[src/rtl/main_ret_capture.sv]
// main_ret_capture: samples main_ret strobes from the main_E kernel into a
// first-word-fall-through FIFO, keeps a saturating result count and a wrapping
// checksum per capture run, and drains the buffered results over ready/valid.
module main_ret_capture #(
  parameter int DW    = 32,
  parameter int DEPTH = 16,
  parameter int CNT_W = 16,
  localparam int AW   = $clog2(DEPTH),
  localparam int LW   = AW + 1
) (
  input  logic             CLOCK,
  input  logic             RESET,
  input  logic             clr,
  input  logic             cap_en,
  input  logic [CNT_W-1:0] expect_cnt,
  input  logic [DW-1:0]    main_ret,
  input  logic             main_ret_vld,
  output logic [DW-1:0]    out_data,
  output logic             out_valid,
  input  logic             out_ready,
  output logic [LW-1:0]    level,
  output logic             full,
  output logic             empty,
  output logic             overflow,
  output logic [CNT_W-1:0] ret_count,
  output logic [DW-1:0]    checksum,
  output logic             done
);

  typedef enum logic [1:0] {
    S_IDLE    = 2'd0,
    S_CAPTURE = 2'd1,
    S_DRAIN   = 2'd2,
    S_DONE    = 2'd3
  } state_t;

  state_t state_reg;
  state_t state_next;

  // FIFO storage and bookkeeping
  logic [DW-1:0]    mem [DEPTH];
  logic [AW-1:0]    wr_ptr_reg;
  logic [AW-1:0]    rd_ptr_reg;
  logic [AW-1:0]    rd_ptr_inc;
  logic [LW-1:0]    level_reg;
  logic [LW-1:0]    level_after_pop;
  logic [DW-1:0]    out_data_reg;
  logic [DW-1:0]    out_data_next;

  // run statistics
  logic [CNT_W-1:0] ret_count_reg;
  logic [CNT_W-1:0] ret_count_inc;
  logic [CNT_W-1:0] expect_reg;
  logic [DW-1:0]    checksum_reg;
  logic             overflow_reg;

  // per-cycle events
  logic             full_w;
  logic             empty_w;
  logic             in_capture;
  logic             pop;
  logic             room;
  logic             push;
  logic             drop;
  logic             count_hit;
  logic             run_start;

  assign full_w     = (level_reg == LW'(DEPTH));
  assign empty_w    = (level_reg == '0);
  assign in_capture = (state_reg == S_CAPTURE);

  // A pop frees a slot in the same cycle, so a full FIFO can still accept a
  // push when the consumer takes the head at the same edge.
  assign pop  = !empty_w && out_ready && !clr;
  assign room = !full_w || pop;
  assign push = in_capture && main_ret_vld && room && !clr;
  assign drop = in_capture && main_ret_vld && !room && !clr;

  assign rd_ptr_inc    = rd_ptr_reg + 1'b1;
  assign ret_count_inc = (ret_count_reg == '1) ? ret_count_reg : ret_count_reg + 1'b1;

  // The run ends on the edge of the push that makes the count equal the
  // latched target; a zero target means the run is only ended by cap_en.
  assign count_hit = push && (expect_reg != '0) && (ret_count_inc == expect_reg);

  // Next-state logic for the capture-run bracket; clr overrides everything.
  always_comb begin
    state_next = state_reg;
    run_start  = 1'b0;
    case (state_reg)
      S_IDLE: begin
        if (cap_en) begin
          state_next = S_CAPTURE;
          run_start  = 1'b1;
        end
      end
      S_CAPTURE: begin
        if (!cap_en || count_hit) begin
          state_next = S_DRAIN;
        end
      end
      S_DRAIN: begin
        if (empty_w) begin
          state_next = S_DONE;
        end
      end
      S_DONE: begin
        if (!cap_en) begin
          state_next = S_IDLE;
        end
      end
      default: begin
        state_next = S_IDLE;
      end
    endcase
    if (clr) begin
      state_next = S_IDLE;
      run_start  = 1'b0;
    end
  end

  // State register.
  always_ff @(posedge CLOCK or negedge RESET) begin
    if (!RESET) begin
      state_reg <= S_IDLE;
    end else begin
      state_reg <= state_next;
    end
  end

  // Next head word: the incoming value when it lands in an otherwise empty
  // FIFO, the following entry after a pop, otherwise the head is unchanged.
  always_comb begin
    level_after_pop = pop ? (level_reg - 1'b1) : level_reg;
    out_data_next   = out_data_reg;
    if (push && (level_after_pop == '0)) begin
      out_data_next = main_ret;
    end else if (pop && (level_after_pop != '0)) begin
      out_data_next = mem[rd_ptr_inc];
    end
  end

  // FIFO array write; no reset so it maps onto RAM.
  always_ff @(posedge CLOCK) begin
    if (push) begin
      mem[wr_ptr_reg] <= main_ret;
    end
  end

  // Pointers, occupancy and the registered head word.
  always_ff @(posedge CLOCK or negedge RESET) begin
    if (!RESET) begin
      wr_ptr_reg   <= '0;
      rd_ptr_reg   <= '0;
      level_reg    <= '0;
      out_data_reg <= '0;
    end else if (clr) begin
      wr_ptr_reg   <= '0;
      rd_ptr_reg   <= '0;
      level_reg    <= '0;
      out_data_reg <= '0;
    end else begin
      if (push) begin
        wr_ptr_reg <= wr_ptr_reg + 1'b1;
      end
      if (pop) begin
        rd_ptr_reg <= rd_ptr_inc;
      end
      case ({push, pop})
        2'b10:   level_reg <= level_reg + 1'b1;
        2'b01:   level_reg <= level_reg - 1'b1;
        default: level_reg <= level_reg;
      endcase
      out_data_reg <= out_data_next;
    end
  end

  // Run statistics: cleared when a run starts, held through DRAIN/DONE/IDLE.
  always_ff @(posedge CLOCK or negedge RESET) begin
    if (!RESET) begin
      ret_count_reg <= '0;
      checksum_reg  <= '0;
      overflow_reg  <= 1'b0;
      expect_reg    <= '0;
    end else if (clr) begin
      ret_count_reg <= '0;
      checksum_reg  <= '0;
      overflow_reg  <= 1'b0;
      expect_reg    <= '0;
    end else if (run_start) begin
      ret_count_reg <= '0;
      checksum_reg  <= '0;
      overflow_reg  <= 1'b0;
      expect_reg    <= expect_cnt;
    end else begin
      if (push) begin
        ret_count_reg <= ret_count_inc;
        checksum_reg  <= checksum_reg + main_ret;
      end
      if (drop) begin
        overflow_reg <= 1'b1;
      end
    end
  end

  assign out_data  = out_data_reg;
  assign out_valid = !empty_w;
  assign level     = level_reg;
  assign full      = full_w;
  assign empty     = empty_w;
  assign overflow  = overflow_reg;
  assign ret_count = ret_count_reg;
  assign checksum  = checksum_reg;
  assign done      = (state_reg == S_DONE);

endmodule

[config.mk]
export PLATFORM = sky130hd
export DESIGN_NAME = main_ret_capture
export DESIGN_NICKNAME = d
export VERILOG_FILES = /design/src/rtl/main_ret_capture.sv
export SDC_FILE = /design/constraint.sdc
export NUM_CORES = 1
export LEC_CHECK = 0
export CELL_PAD_IN_SITES_DETAIL_PLACEMENT = 1
export CELL_PAD_IN_SITES_GLOBAL_PLACEMENT = 1
export CORE_MARGIN = 2
export CORE_UTILIZATION = 30
export DETAILED_ROUTE_END_ITERATION = 10
export PLACE_DENSITY_LB_ADDON = 0.1
export SKIP_LAST_GASP = 1
export SLEW_MARGIN = 0
export SYNTH_ARGS = -nofsm -noshare
export SYNTH_HDL_FRONTEND = slang
export SYNTH_SLANG_ARGS = --single-unit
export TNS_END_PERCENT = 50
[constraint.sdc]
create_clock -name CLOCK -period 5.8 [get_ports CLOCK]
set_input_delay 0.87 -clock CLOCK [delete_from_list [all_inputs] [get_ports CLOCK]]
set_output_delay 0.87 -clock CLOCK [all_outputs]
set_load 0.01 [all_outputs]
==> flow_summary.yaml <==
run_status:
  outcome: "finished clean"
timing:
  fin_crit_sh_pct: 67.10
  relSlewSlack_pct: 33.12
  hold_viol_final: 0
  fin_skew_ns: 0.01622
  drv_slew: 0
  setup_viol: 0
  grt_setup_unrepaired: "false"
  max_freq_mhz: 257.0
  whs_ns: 0.2779
  fin_setup_tns_ns: 0
  final.min_clock_period_ns: 3.892
  worst_pin_slew_ns: 1.001
grt:
  grt-ovfl-total: 0
  use_met1_pct: 23.59
  grt_first_pass_wirelength_um: 115400
  met2_usage_pct: 28.80
  antenna_found_initial: 4
  grt_most_used_layer: "met2"
  grt_max_degree: 55
  grt.met3_usage_pct: 3.437
  gr-usage-all-layers_pct: 17.39
  grt_pass1_vias: 16720
worst_hold_path:
  hold_path.class: "in -> async"
route:
  first_pass_iters: 4
  vias_per_cell: 5.049
  wirelength_um: 78230
  avgRoutedWirePerCell_um: 26.10
  drt_iter0_markers: 963
  drtAntennaViolNets: 0
  num_vias: 15140
  drc_errors: 0
die:
  die_h_um: 302.8
  die_area_sq_um: 91670
  ios: 144
  die_x_um: 302.8
  initial_core_util_pct: 30.30
  rows: 109
  core-area_sq_um: 88370
power:
  power_density_nw_per_um2: 403.1
  p_leak_nw: 11.00
  vdd_ir_drop_max_mv: 0.2065
logic_synthesis:
  netlist_instances: 1584
  synth-seq-cells: 624
  synth-edff-count: 512
  ys_warn_count: 0
  ys_seq_area_share_pct: 67.88
  syn_avg_cell_area_sq_um: 16.91
  synthArstFlopShare_pct: 17.95
  synthFlopType: "edfxtp_1"
  synth_cell_types: 71
  syn_area_sq_um: 26780
  synth_fp_nets: 1684
place:
  port-buffer-count: 143
  place_congestion: 0.8010
  placed_cell_area_sq_um: 29890
  dp.final_hpwl_um: 47500
clock_network:
  clk_path_buf_depth: 3
  ctsResizeCount: 0
  cts_sinks: 624
  cts_made_buffers: 74
  postCtsHoldBufs: 0
  clk_latency_ns: 0.61
  clkSlewWorstSetupHoldPaths_ns: 0.06
  h-tree-depth: 3
  cts_setup_buffers: 0
  cts_tree: "yes"
  cts_root_buf: "clkbuf_16"
worst_setup_path:
  critPathTopFamily: "compound AO/OA/AOI/OAI gates"
  crit_chain: "clkdlybuf4s50_1 > ha_1 > and3_1 > a221oi_2 > o2bb2ai_1 > a311oi_2 > nand3_1 > a41oi_1 > mux2i_1 > mux2i_1"
  cp_data_arrival_time_ns: 4.41
  cp.required_ns: 6.32
  critPathMaxFanout: 18
  crit_path_end_kind: "flip-flop"
  worst-path-buf-inv: 1
  worst-setup-path-type: "in -> reg"
  start_kind: "input pin"
  critPathMaxStageDelay_ns: 0.88
  critPathSlowestCell: "clkdlybuf4s50_1"
  cp_common_cell: "mux2i_1"
layout:
  nets: 1871
  syn2layout_area_growth_pct: 20.84
  largest_register_ffs: 512
  layout_commonest_cell: "edfxtp_1"
  num-fill-cells: 8933
  layout_common_cells: "512 x edfxtp_1, 160 x mux4_2, 142 x clkdlybuf4s50_1, 112 x nand2_1, 111 x dfrtp_1"
  drive_above_1_share_pct: 19.87
  design_area_sq_um: 32360
flow_run:
  drv_cap: 0
## power breakdown
part           switching, mW  internal, mW
registers              0.176          5.03
clock network           1.88          2.84
logic                   1.60          1.53
## cells by family (layout without fill, tap and decap cells)
group,after synthesis,after routing,share of synthesized area (%)
fa+ha+maj,46,46,2.177
compound gates,225,225,5.467
other cells,0,1,0
xor+xnor,54,54,1.766
simple gates,330,330,6.046
buf+inv,103,351,1.631
mux,202,202,15.03
flops,624,624,67.88
## per-stage QoR
step / setup WS, ns / total power, mW / cells / util, %
after floorplan: 1.639 / 7.349 / 1584 / -
after global routing: 1.633 / 13.67 / 2997 / 36.61
after global placement: 1.416 / 8.492 / 2860 / 33.82
after CTS: 1.891 / 13.29 / 2997 / 36.61
final: 1.908 / 13.04 / 2998 / 36.62
after detailed placement: 1.271 / 8.513 / 2860 / 33.82
## worst paths after layout
kind                                            end                    start  slack (ns)  cells after the start
max                        checksum[31]$_DFFE_PN0P_             main_ret[13]        1.91                     10
min                            level[1]$_DFFE_PN0P_                    RESET        0.28                      1
max reg2reg                checksum[30]$_DFFE_PN0P_  checksum[0]$_DFFE_PN0P_        2.38                     10
min reg2reg                    overflow$_DFFE_PN0P_     overflow$_DFFE_PN0P_        0.51                      2
max in group asynchronous  out_data[13]$_DFFE_PN0P_                    RESET        4.39                      2
min in group CLOCK             overflow$_DFFE_PN0P_     overflow$_DFFE_PN0P_        0.51                      2
## layout make-up
cell class / instances / area, sq um / share of cell area [%]
well taps: 1165 / 1458 / 4.505
flip-flops and latches: 624 / 18180 / 56.18
diodes: 1 / 2.502 / 0.007733
inverters: 18 / 67.56 / 0.2088
repair buffers: 196 / 1843 / 5.695
clock inverters: 26 / 321.6 / 0.9937
multi-input cells: 857 / 8343 / 25.78
clock buffers: 111 / 2143 / 6.623
## cell usage after synthesis (all sizes together) (3+ instances only)
library cell  number  area, sq um
edfxtp           512        15370
mux4             160         3603
nand2            113        424.2
dfrtp            112         2803
a21oi             65        329.1
nor2              65        251.5
o21ai             58        290.3
clkbuf            50        187.7
ha                45        563.0
mux2i             41        410.4
nand3             36        185.2
buf               35        181.4
xnor2             34        297.8
nor3              30        155.1
xor2              20        175.2
a21o              18        135.1
inv               18        67.56
and3              16        100.1
nand4             14        93.84
a211oi            13        102.6
a22o              13        113.9
or3               11        68.82
nor4              10        81.33
o211ai            10        75.07
nand2b             9        56.30
a31oi              7        43.79
and2               5        31.28
o21a               5        37.54
a211o              4        35.03
a21boi             4        30.03
a311oi             4        41.29
nand3b             4        33.78
o21bai             4        30.03
a221oi             3        50.05
nor3b              3        22.52
o2111ai            3        26.28
or2                3        18.77
or4                3        22.52
## layer usage
| metal | wire, um | vias up |
|---|---|---|
| met4 | 1455 | 2 |
| met2 | 37740 | 247 |
| met3 | 3101 | 95 |
| li1 | - | 6697 |
| met1 | 35930 | 8095 |
| met5 | 11 | - |
Power figures use the tool's default switching activity.
